### config.mk
export PLATFORM = sky130hd
export DESIGN_NAME = ra_dump_flat
export DESIGN_NICKNAME = d
export VERILOG_FILES = /design/src/rtl/pu_pkg.sv /design/src/rtl/ra_dump_if.sv /design/src/rtl/ra_dump_par.sv /design/src/rtl/ra_dump.sv /design/src/flat_wrapper.sv
export SDC_FILE = /design/constraint.sdc
export NUM_CORES = 1
export LEC_CHECK = 0
export ABC_AREA = 1
export CELL_PAD_IN_SITES_DETAIL_PLACEMENT = 2
export CELL_PAD_IN_SITES_GLOBAL_PLACEMENT = 2
export CORE_ASPECT_RATIO = 2
export CORE_MARGIN = 5
export CORE_UTILIZATION = 21
export DETAILED_ROUTE_END_ITERATION = 8
export PLACE_DENSITY = 0.74
export SYNTH_ARGS = -nofsm -noshare
export SYNTH_HDL_FRONTEND = slang
export SYNTH_SLANG_ARGS = --single-unit
### constraint.sdc
create_clock -name clk -period 1.1 [get_ports clk]
set_input_delay 0.11 -clock clk [delete_from_list [all_inputs] [get_ports clk]]
set_output_delay 0.11 -clock clk [all_outputs]
set_load 0.02 [all_outputs]
### src/rtl/pu_pkg.sv
// Shared PU definitions: register-file width macros (as in pu/pu.vh) and the
// types and constants used by ra_dump.
`ifndef PU_VH
`define PU_VH
`define WIDTH 15
`define RASB 1
`define RAS 3
`endif

package pu_pkg;

    typedef enum logic [1:0] {
        IDLE,
        READ,
        SEND,
        DONE
    } ra_dump_state_t;

    localparam int RA_NREG = `RAS + 1;

endpackage

### src/rtl/ra_dump_if.sv
// Register-file read port plus valid/ready output-word stream of ra_dump.
// The out_par signal exists only when RA_DUMP_PARITY_EN is defined.
interface ra_dump_if;

    logic            start;
    logic            busy;
    logic            hold;
    logic [`RASB:0]  rd_ad;
    logic [`WIDTH:0] rd_d;
    logic            out_valid;
    logic            out_ready;
    logic [`WIDTH:0] out_data;
    logic [`RASB:0]  out_idx;
    logic [1:0]      out_pu;
    logic            out_last;
    logic            done;
`ifdef RA_DUMP_PARITY_EN
    logic            out_par;
`endif

    // master: the dump engine; slave: the PU / word consumer around it
    modport master (
        input  start, rd_d, out_ready,
        output busy, hold, rd_ad, out_valid, out_data, out_idx, out_pu, out_last,
`ifdef RA_DUMP_PARITY_EN
        output out_par,
`endif
        output done
    );

    modport slave (
        output start, rd_d, out_ready,
        input  busy, hold, rd_ad, out_valid, out_data, out_idx, out_pu, out_last,
`ifdef RA_DUMP_PARITY_EN
        input  out_par,
`endif
        input  done
    );

endinterface

### src/rtl/ra_dump_par.sv
// Even-parity reduction over one output word and its index.
// Only built when RA_DUMP_PARITY_EN is defined.
`ifdef RA_DUMP_PARITY_EN
module ra_dump_par (
    input  logic [`WIDTH:0] data,
    input  logic [`RASB:0]  idx,
    output logic            par
);

    assign par = ^{data, idx};

endmodule
`endif

### src/rtl/ra_dump.sv
// ra_dump: walks the PU register file and streams each register out over a
// valid/ready handshake. Define RA_DUMP_PARITY_EN to add the registered out_par bit.
module ra_dump
    import pu_pkg::*;
#(
    parameter logic [1:0] PU_NUM = 2'd0
) (
    input  logic      clk,
    input  logic      rst,
    ra_dump_if.master bus
);

    localparam int            IW       = `RASB + 1;
    localparam logic [IW-1:0] LAST_IDX = IW'(RA_NREG - 1);

    ra_dump_state_t  state_q, state_d;
    logic [IW-1:0]   index_q, index_d;
    logic [`WIDTH:0] out_data_q, out_data_d;
    logic [IW-1:0]   out_idx_q, out_idx_d;
    logic [1:0]      out_pu_q, out_pu_d;

    // NOTE: sequential state uses non-blocking assignments so every flop
    // samples pre-edge values regardless of process ordering.
    always_ff @(posedge clk or posedge rst) begin
        if (rst) state_q <= IDLE;
        else     state_q <= state_d;
    end

    // NOTE: each combinational block assigns a default first, so no path
    // leaves a variable unassigned and no latch is inferred.
    always_comb begin
        state_d = state_q;
        case (state_q)
            IDLE:    if (bus.start) state_d = READ;
            READ:    state_d = SEND;
            SEND:    if (bus.out_ready) state_d = (index_q == LAST_IDX) ? DONE : READ;
            DONE:    state_d = IDLE;
            default: state_d = IDLE;
        endcase
    end

    always_comb begin
        index_d    = index_q;
        out_data_d = out_data_q;
        out_idx_d  = out_idx_q;
        out_pu_d   = out_pu_q;
        case (state_q)
            READ: begin
                out_data_d = bus.rd_d;
                out_idx_d  = index_q;
                out_pu_d   = PU_NUM;
            end
            SEND: if (bus.out_ready && (index_q != LAST_IDX)) index_d = index_q + IW'(1);
            // IDLE and DONE: the index rests at 0 between dumps
            default: index_d = '0;
        endcase
    end

    always_ff @(posedge clk or posedge rst) begin
        if (rst) begin
            index_q    <= '0;
            out_data_q <= '0;
            out_idx_q  <= '0;
            out_pu_q   <= '0;
        end else begin
            index_q    <= index_d;
            out_data_q <= out_data_d;
            out_idx_q  <= out_idx_d;
            out_pu_q   <= out_pu_d;
        end
    end

`ifdef RA_DUMP_PARITY_EN
    logic par_calc;
    logic out_par_q, out_par_d;

    ra_dump_par u_par (
        .data (bus.rd_d),
        .idx  (index_q),
        .par  (par_calc)
    );

    always_comb begin
        out_par_d = out_par_q;
        if (state_q == READ) out_par_d = par_calc;
    end

    always_ff @(posedge clk or posedge rst) begin
        if (rst) out_par_q <= 1'b0;
        else     out_par_q <= out_par_d;
    end
`endif

    always_comb begin
        bus.busy      = (state_q != IDLE);
        bus.hold      = (state_q != IDLE);
        bus.out_valid = (state_q == SEND);
        bus.done      = (state_q == DONE);
        bus.rd_ad     = index_q;
        bus.out_data  = out_data_q;
        bus.out_idx   = out_idx_q;
        bus.out_pu    = out_pu_q;
        bus.out_last  = (state_q == SEND) && (out_idx_q == LAST_IDX);
`ifdef RA_DUMP_PARITY_EN
        bus.out_par   = out_par_q;
`endif
    end

endmodule

### src/flat_wrapper.sv
// flat-port wrapper written by rule: the top's interface ports become plain ports
module ra_dump_flat import pu_pkg::*;
#(
    parameter logic [1:0] PU_NUM = 2'd0
)
  (clk, rst, bus_start, bus_rd_d, bus_out_ready, bus_busy, bus_hold, bus_rd_ad, bus_out_valid, bus_out_data, bus_out_idx, bus_out_pu, bus_out_last, bus_done);
  ra_dump_if bus_i ();
  input  logic clk;
  input  logic rst;
  input wire logic [$bits(bus_i.start)-1:0] bus_start;
  input wire logic [$bits(bus_i.rd_d)-1:0] bus_rd_d;
  input wire logic [$bits(bus_i.out_ready)-1:0] bus_out_ready;
  output wire logic [$bits(bus_i.busy)-1:0] bus_busy;
  output wire logic [$bits(bus_i.hold)-1:0] bus_hold;
  output wire logic [$bits(bus_i.rd_ad)-1:0] bus_rd_ad;
  output wire logic [$bits(bus_i.out_valid)-1:0] bus_out_valid;
  output wire logic [$bits(bus_i.out_data)-1:0] bus_out_data;
  output wire logic [$bits(bus_i.out_idx)-1:0] bus_out_idx;
  output wire logic [$bits(bus_i.out_pu)-1:0] bus_out_pu;
  output wire logic [$bits(bus_i.out_last)-1:0] bus_out_last;
  output wire logic [$bits(bus_i.done)-1:0] bus_done;
  assign bus_i.start = bus_start;
  assign bus_i.rd_d = bus_rd_d;
  assign bus_i.out_ready = bus_out_ready;
  assign bus_busy = bus_i.busy;
  assign bus_hold = bus_i.hold;
  assign bus_rd_ad = bus_i.rd_ad;
  assign bus_out_valid = bus_i.out_valid;
  assign bus_out_data = bus_i.out_data;
  assign bus_out_idx = bus_i.out_idx;
  assign bus_out_pu = bus_i.out_pu;
  assign bus_out_last = bus_i.out_last;
  assign bus_done = bus_i.done;
  ra_dump #(.PU_NUM(PU_NUM)) u_core (.clk(clk), .rst(rst), .bus(bus_i));
endmodule
==> results of run 1 <==
[worst reg2reg max path, stage by stage (launching register included)]
cell     delay, ns
dfrtp_1       0.40
inv_2         0.09
buf_4         0.16
buf_12        0.11
nand2_8       0.06
buf_6         0.14
nand2_1       0.07
nand2_1       0.05
[stage by stage]
stage | power [µW] | utilization | hold WS (ns) | setup WS [ns] | setup TNS [ns]
2_1_floorplan | 2900 | - | 0.0991 | 0.00732 | 0
3_5_place_dp | 4290 | 0.336 | 0.458 | -0.371 | -6.34
4_1_cts | 5430 | 0.383 | 0.165 | -0.186 | -3.09
6_report | 5350 | 0.382 | 0.165 | -0.161 | -1.52
5_1_grt | 5760 | 0.382 | 0.205 | -0.210 | -3.35
3_3_place_gp | 4140 | 0.336 | 0.444 | -0.324 | -4.24
[synthesized netlist by cell type]
| library cell | number | area (µm²) |
|---|---|---|
| nor2_1 | 2 | 7.51 |
| dfrtp_1 | 22 | 551 |
| and3_1 | 1 | 6.26 |
| ha_1 | 1 | 12.5 |
| inv_1 | 5 | 18.8 |
| nand2_1 | 42 | 158 |
| o21ai_0 | 1 | 5.00 |
| nand2_2 | 3 | 18.8 |
| nor2_2 | 1 | 6.26 |
| buf_2 | 1 | 5.00 |
| inv_2 | 1 | 3.75 |
| buf_4 | 6 | 45.0 |
| nand3_1 | 17 | 85.1 |
| buf_6 | 2 | 22.5 |
| o21ai_1 | 1 | 5.00 |
| nand4_1 | 2 | 12.5 |
| conb_1 | 1 | 3.75 |
[sequential cells by signal, summed over array words and instances, names as in the netlist]
signal	flops
u_core.bus.rd_ad	2
u_core.state_q	2
u_core.bus.out_data	16
u_core.bus.out_idx	2
[kinds of logic after synthesis]
logic type	Yosys count	share of synthesized area
compound gates	2	0.0104
buf+inv	15	0.0984
other cells	1	0.00388
simple gates	68	0.304
fa+ha+maj	1	0.0130
flops	22	0.570
[what timing repair did]
item,4_1_cts,5_1_grt
buffers inserted,8,2
resized for setup,88,25
hold buffers,0,0
endpoints found under the setup margin,47,44
pin swaps,5,5
[per-layer routing]
| metal | global-route usage | wire (µm) | up-vias |
|---|---|---|---|
| li1 | - | - | 459 |
| met1 | 0.132 | 1200 | 469 |
| met2 | 0.248 | 2140 | 32 |
| met4 | 0.0448 | 36 | 0 |
| met3 | 0.0255 | 170 | 2 |
| met5 | 0 | 0 | - |
[area by class of cell]
| class | instances | area [µm²] |
|---|---|---|
| clock buffers | 3 | 41.3 |
| clock inverters | 1 | 30.0 |
| fillers | 522 | 2810 |
| inverters | 6 | 25.0 |
| multi-input cells | 73 | 398 |
| flip-flops and latches | 22 | 553 |
| well taps | 55 | 68.8 |
| repair buffers | 66 | 624 |
[power breakdown]
| group | total [µW] | switching (µW) | internal (µW) |
|---|---|---|---|
| sequential | 1450 | 255 | 1190 |
| combinational | 3140 | 1720 | 1420 |
| clock | 759 | 273 | 486 |
| total | 5350 | 2240 | 3100 |
[cell usage in the layout (no fill, tap or decap)]
master and instances:
clkbuf_8 3, buf_2 4, and3_4 1, nand3_1 17, dfrtp_1 20, inv_4 1
nand2_2 4, buf_4 13, conb_1 2, inv_1 2, buf_12 2, dfrtp_2 2
ha_4 1, dlygate4sd2_1 1, clkbuf_2 5, nor2_1 1, nand2_4 4, buf_6 10
nor2_2 1, o21ai_1 2, clkdlybuf4s15_1 10, nand4_1 2, bufinv_16 1, nor2_4 1
nand2_8 1, inv_2 3, clkdlybuf4s50_1 19, buf_8 2, nand2_1 36
[final timing paths]
path | from | endpoint | slack (ns) | depth (start not counted)
setup / recovery | u_core.state_q[1]$_DFFE_PP0P_ | bus_out_valid | -0.16 | 5
hold / removal | rst | u_core.bus.out_idx[0]$_DFFE_PP0N_ | 0.17 | 3
setup reg to reg | u_core.state_q[1]$_DFFE_PP0P_ | u_core.bus.out_data[10]$_DFFE_PP0N_ | -0.08 | 7
hold reg to reg | u_core.bus.out_data[14]$_DFFE_PP0N_ | u_core.bus.out_data[14]$_DFFE_PP0N_ | 0.48 | 2
max in group asynchronous | rst | u_core.bus.rd_ad[1]$_DFFE_PP0P_ | 0.78 | 3
min in group clk | bus_rd_d[8] | u_core.bus.out_data[8]$_DFFE_PP0N_ | 0.41 | 3
==> impl_metrics.tcl, run 1 <==
set metrics [dict create \
    power.density_nw_per_um2 3070 \
    p_leak_uw 0.000887 \
    core_um2 4550 \
    final-max-slew-violation-count 0 \
    numCtsBuffers 3 \
    n_antenna_cell 0 \
    post-route-cell-area_um2 1740 \
    detail-route-antenna-nets 0 \
    worst_ep_required_time_ns 0.99 \
    grt_first_pass_wirelength_um 6020 \
    synth_area_per_cell_um2 8.86 \
    yosysUniqueCellTypes 17 \
    cap_viol_max_count 0 \
    layout-drive-gt1-share 0.345 \
    failed_checks "negative setup slack" \
    detailedPlacementHpwl_um 2690 \
    dp.cells 214 \
    area_growth_pct 80.2 \
    finalNetCount 193 \
    min_period_ns 1.26 \
    path_buf_inv 4 \
    fin_crit_sh 1.15 \
    grt_pass1_vias 1188 \
    cts_tree "done" \
    worstPathMaxFanout 3 \
    gp_routability_congestion 0.770 \
    insertion_delay_ns 0.26 \
    rsz0062_at_grt "yes" \
    firstDrtPassIters 4 \
    ys_ff_latch 22 \
    crit_arrival_ns 1.15 \
    drc 0 \
    clk_pin_slew_worst_paths_ns 0.08 \
    port_buffers 44 \
    skew_ns 0.00327 \
    max_freq_mhz 793 \
    cts-root-buf "clkbuf_8" \
    io_pins 47 \
    drtIter0Drc 10 \
    die_w_um 58.0 \
    worst_path_largest_cell_delay_ns 0.40 \
    placementRows 35 \
    crit_type "register to output port" \
    path_delay_family "buffers and inverters" \
    die_y_um 106 \
    cts_sinks 22 \
    hold_viol 0 \
    yosysSeqAreaShare 0.570 \
    grt_max_degree 23 \
    fin_ws_ns -0.161 \
    cts_buffer_depth 2 \
    setup_viol 24 \
    grt-ovfl-total 0 \
    yosys_warnings 0 \
    htree_levels 1 \
    path_common_cell "buf_6" \
    postSynthCellCount 109 \
    die-area_um2 6140 \
    via_per_inst 4.26 \
    crit_slowest_cell "dfrtp_1" \
    wire_per_inst_um 15.7 \
    stdcell_count 226 \
    grt.total_usage 0.129 \
    status "finished with violations" \
    hp-class "input port to async pin" \
    cp-end-kind "output port" \
    synth_area_um2 966 \
    vias 962 \
    place_area_um2 1530 \
    drt-total-wl_um 3550 \
    crit_chain "inv_2 > nor2_4 > buf_4 > buf_6 > buf_6" \
    startpoint_type "register" \
    peakVddDrop_v 0.00158 \
    start_util 0.212 \
    antenna_found_initial 0 \
]
Power figures use the tool's default switching activity.
==> run 2, diff against run 1 <==
--- a/config.mk
+++ b/config.mk
@@ -10,9 +10,10 @@
 export CELL_PAD_IN_SITES_GLOBAL_PLACEMENT = 2
 export CORE_ASPECT_RATIO = 2
 export CORE_MARGIN = 5
-export CORE_UTILIZATION = 21
+export CORE_UTILIZATION = 22
+export CTS_BUF_LIST = sky130_fd_sc_hd__clkbuf_8
 export DETAILED_ROUTE_END_ITERATION = 8
-export PLACE_DENSITY = 0.74
+export PLACE_DENSITY = 0.77
 export SYNTH_ARGS = -nofsm -noshare
 export SYNTH_HDL_FRONTEND = slang
 export SYNTH_SLANG_ARGS = --single-unit
==> run 2 against run 1 <==
  * Worst hold slack improved by 0.025 ns
  * The run still ends with negative setup slack left
  * Largest power group unchanged
  * Critical path depth fell by 2
  * Critical path type unchanged
  * Core utilization rose by 5.9 points
  * Clock-buffer cell count rose by 1
  * Global-route usage rose by 2.0 points
  * Clock skew rose by 0.0058 ns
  * Final area rose by 8.9%
==> impl_metrics.tcl, run 2 (synthesized netlist as in run 1, its figures left out) <==
set metrics [dict create \
    clk_pin_slew_worst_paths_ns 0.09 \
    port_buffers 44 \
    peakVddDrop_v 0.00187 \
    wire_per_inst_um 19.4 \
    grt_max_degree 23 \
    drt-total-wl_um 4430 \
    io_pins 47 \
    min_period_ns 1.26 \
    hp-class "input port to async pin" \
    crit_arrival_ns 1.15 \
    hold_viol 0 \
    setup_viol 27 \
    power.density_nw_per_um2 3250 \
    worstSetupStartpoint "u_core.state_q[0]$_DFFE_PP0P_" \
    fin_crit_sh 1.15 \
    grt_first_pass_wirelength_um 6690 \
    failed_checks "negative setup slack" \
    placementRows 34 \
    htree_levels 1 \
    max_freq_mhz 794 \
    grt-ovfl-total 0 \
    start_util 0.225 \
    fillers 462 \
    r2r_slack_ns -0.15 \
    cts_sinks 22 \
    die-area_um2 5900 \
    worstPathMaxFanout 4 \
    skew_ns 0.00903 \
    die_w_um 56.9 \
    crit_type "register to output port" \
    drtIter0Drc 14 \
    firstDrtPassIters 3 \
    worstReg2RegStart "u_core.state_q[0]$_DFFE_PP0P_" \
    finish.utilization 0.441 \
    grt_pass1_vias 1225 \
    cts_tree "done" \
    finalNetCount 196 \
    gp_routability_congestion 0.754 \
    layout_commonest_cell "nand2_2" \
    stdcell_count 228 \
    area_growth_pct 96.2 \
    cts_buffer_depth 2 \
    p_leak_uw 0.000957 \
    worst_ep_required_time_ns 0.99 \
    cts-root-buf "clkbuf_8" \
    layout-drive-gt1-share 0.609 \
    core_um2 4300 \
    antenna_found_initial 0 \
    drc 0 \
    numCtsBuffers 3 \
    n_antenna_cell 0 \
    final-max-slew-violation-count 0 \
    die_y_um 104 \
    vias 1024 \
    insertion_delay_ns 0.28 \
    r2r_cells 7 \
    grt.total_usage 0.149 \
    cap_viol_max_count 0 \
    cp-end-kind "output port" \
    largest_reg_flops 16 \
    fin_ws_ns -0.160 \
    rsz0062_at_grt "yes" \
    via_per_inst 4.49 \
    detailedPlacementHpwl_um 2830 \
    detail-route-antenna-nets 0 \
    hold-worst-slack_ns 0.190 \
    startpoint_type "register" \
    status "finished with violations" \
    dp.cells 214 \
    layout_common_cells "22 x nand2_2, 19 x clkdlybuf4s50_1, 19 x dfrtp_1" \
]
-- run 2: cell count changes in the layout (fill, tap and decap cells not counted), sizes merged --
| cell | change |
|---|---|
| dlygate4sd2 | -1 |
| bufinv | -1 |
| buf | +2 |
| clkdlybuf4s15 | -9 |
| clkbuf | +12 |
-- run 2: what timing repair did --
item | CTS | global route
pin swaps | 5 | 4
setup endpoints to repair | 46 | 45
resized for setup | 125 | 56
setup buffers | 6 | 2
cloned | 1 | 1
hold buffers | 0 | 0
-- run 2: worst paths after layout --
path,end
worst min register to register,u_core.bus.out_data[4]$_DFFE_PP0N_
max in group asynchronous,u_core.bus.rd_ad[0]$_DFFE_PP0P_
worst max register to register,u_core.bus.rd_ad[1]$_DFFE_PP0P_
worst max-delay path,bus_out_last
min in group clk,u_core.bus.out_data[9]$_DFFE_PP0N_
worst min-delay path,u_core.bus.out_data[3]$_DFFE_PP0N_
-- run 2: worst max-delay path, cell delays in order (launching register included) --
cell     delay, ns
dfrtp_2       0.46
nor2_4        0.12
and3_4        0.19
buf_6         0.11
-- run 2: through the flow --
step	worst slack, ns	TNS (ns)	cell area (µm²)	power, µW
finish	-0.160	-2.83	1900	6160
global route	-0.219	-4.33	1900	6530
CTS	-0.152	-1.38	1790	5550
detailed placement	-0.356	-5.59	1530	4290
global placement	-0.316	-4.45	1530	4110
floorplan	0.00732	0	977	2900
-- run 2: layer usage --
layer	wire (µm)	GRT usage	vias up
li1	-	-	470
met1	1570	0.158	518
met2	2620	0.286	32
met3	183	0.0299	4
met4	55	0.0398	0
met5	0	0	-
-- run 2: power breakdown --
group	leakage, µW	internal [µW]	switching, µW	total (µW)
combinational	0.000656	1830	2160	3990
sequential	0.000272	1200	364	1560
clock	0.0000288	320	287	607
-- run 2: area by class of cell --
type / count / area [µm²] / share of cell area
Timing Repair Buffer: 69 / 656 / 0.346
Tap cell: 54 / 67.6 / 0.0356
Sequential cell: 22 / 554 / 0.292
Multi-Input combinational cell: 73 / 541 / 0.285
Inverter: 6 / 22.5 / 0.0119
Clock buffer: 4 / 55.1 / 0.0290
==> run 3, diff against run 2 <==
--- a/config.mk
+++ b/config.mk
@@ -14,6 +14,7 @@
 export CTS_BUF_LIST = sky130_fd_sc_hd__clkbuf_8
 export DETAILED_ROUTE_END_ITERATION = 8
 export PLACE_DENSITY = 0.77
+export SKIP_CTS_REPAIR_TIMING = 1
 export SYNTH_ARGS = -nofsm -noshare
 export SYNTH_HDL_FRONTEND = slang
 export SYNTH_SLANG_ARGS = --single-unit
==> run 3 against run 2 <==
  * The flow still finishes with violations (negative setup slack)
  * Clock-buffer cell count unchanged
  * Core utilization decreased by 1.4 points
  * Sequential power decreased by 7%
  * Clock power fell by 3%
  * Sequential cell count unchanged
  * Sequential share of layout area rose by 0.96 points
  * Worst hold slack is essentially flat
  * Fmax fell by 0.78%
  * Register-to-register slack better by 0.05 ns
  * Largest cell class unchanged
  * Largest power group unchanged
  * Highest routed layer unchanged
==> impl_metrics.tcl, run 3 (synthesized netlist as in run 1, its figures left out) <==
set metrics [dict create \
    fin_tns_setup_ns -1.99 \
    vias 980 \
    worst_ep_required_time_ns 0.99 \
    setup_viol 25 \
    die-area_um2 5900 \
    layout-drive-gt1-share 0.376 \
    htree_levels 1 \
    detail-route-antenna-nets 0 \
    die_y_um 104 \
    startpoint_type "register" \
    fin_crit_sh 1.15 \
    power.density_nw_per_um2 3070 \
    layout_common_cells "24 x nand2_1, 19 x clkdlybuf4s50_1, 19 x dfrtp_1, 17 x nand2_2, 17 x dlymetal6s2s_1" \
    skew_ns 0.00562 \
    grt_pass1_vias 1137 \
    via_per_inst 4.32 \
    grt_max_degree 23 \
    place_ws_ns -0.356 \
    insertion_delay_ns 0.27 \
    area_growth_pct 90.0 \
    start_util 0.225 \
    cts_buffer_depth 2 \
    numCtsBuffers 3 \
    dp.cells 214 \
    hp-class "input port to async pin" \
    fillers 456 \
    layout_commonest_cell "nand2_1" \
    cp-end-kind "output port" \
    n_antenna_cell 0 \
    max_freq_mhz 788 \
    fin_ws_ns -0.169 \
    clk_pin_slew_worst_paths_ns 0.08 \
    failed_checks "negative setup slack" \
    core_um2 4300 \
    grt.total_usage 0.126 \
    cts_tree "done" \
    port_buffers 44 \
    antenna_found_initial 0 \
    min_period_ns 1.27 \
    crit_type "register to output port" \
    drtIter0Drc 17 \
    die_w_um 56.9 \
    drc 0 \
    cap_viol_max_count 0 \
    stdcell_count 227 \
    finalNetCount 195 \
    cts-root-buf "clkbuf_8" \
    io_pins 47 \
    cts_sinks 22 \
    largest_reg_flops 16 \
    firstDrtPassIters 4 \
    gp_routability_congestion 0.754 \
    grt-ovfl-total 0 \
    status "finished with violations" \
    p_leak_uw 0.00108 \
    area.sequential_um2 554 \
    crit_arrival_ns 1.16 \
    drt-total-wl_um 3970 \
    rsz0062_at_grt "yes" \
    wire_per_inst_um 17.5 \
    hold_viol 0 \
    detailedPlacementHpwl_um 2830 \
    worstPathMaxFanout 3 \
    totalPowerFinal_uw 5640 \
    multi_input_area_um2 413 \
    grt_first_pass_wirelength_um 5840 \
    final-max-slew-violation-count 0 \
    peakVddDrop_v 0.00158 \
    placementRows 34 \
]
## run 3: cell count changes in the layout (fill, tap and decap cells not counted), moves of 3 or more
cell,change
clkbuf_2,-12
nand2_1,+17
dlymetal6s2s_1,+17
nand2_2,-5
buf_12,-3
nand2_4,-12
## run 3: final timing paths
check	startpoint	depth (start not counted)	slack, ns	end
setup / recovery	u_core.state_q[1]$_DFFE_PP0P_	4	-0.17	bus_out_last
hold / removal	rst	3	0.19	u_core.bus.out_data[3]$_DFFE_PP0N_
setup reg to reg	u_core.state_q[1]$_DFFE_PP0P_	7	-0.10	u_core.bus.out_data[15]$_DFFE_PP0N_
hold reg to reg	u_core.bus.out_data[4]$_DFFE_PP0N_	2	0.48	u_core.bus.out_data[4]$_DFFE_PP0N_
max in group asynchronous	rst	3	0.66	u_core.bus.rd_ad[0]$_DFFE_PP0P_
min in group clk	bus_rd_d[5]	3	0.40	u_core.bus.out_data[5]$_DFFE_PP0N_
## run 3: critical path, stage by stage (launching register included)
cell and delay, ns:
dfrtp_1 0.39, inv_2 0.08, nor2_4 0.12, and3_1 0.17
buf_4 0.14
## run 3: report_power, final
part | switching (µW) | internal [µW]
combinational | 1870 | 1720
sequential | 258 | 1200
clock | 271 | 320
## run 3: per-layer routing
metal / global-route usage / share of wire
met2: 0.240 / 0.57
met3: 0.0286 / 0.038
met4: 0.0249 / 0.016
met5: 0 / 0
met1: 0.136 / 0.38
## run 3: cell type report
cell class,instances,share of cell area
inverters,6,0.0123
well taps,54,0.0368
clock buffers,4,0.0300
flip-flops and latches,22,0.302
multi-input cells,73,0.225
repair buffers,68,0.394
## run 3: through the flow
step | util | cell area (µm²) | hold WS [ns]
final | 0.427 | 1840 | 0.190
after global routing | 0.427 | 1840 | 0.236
after CTS | 0.368 | 1580 | 0.203
after detailed placement | 0.355 | 1530 | 0.470
after global placement | 0.355 | 1530 | 0.453
after floorplan | - | 977 | 0.0991
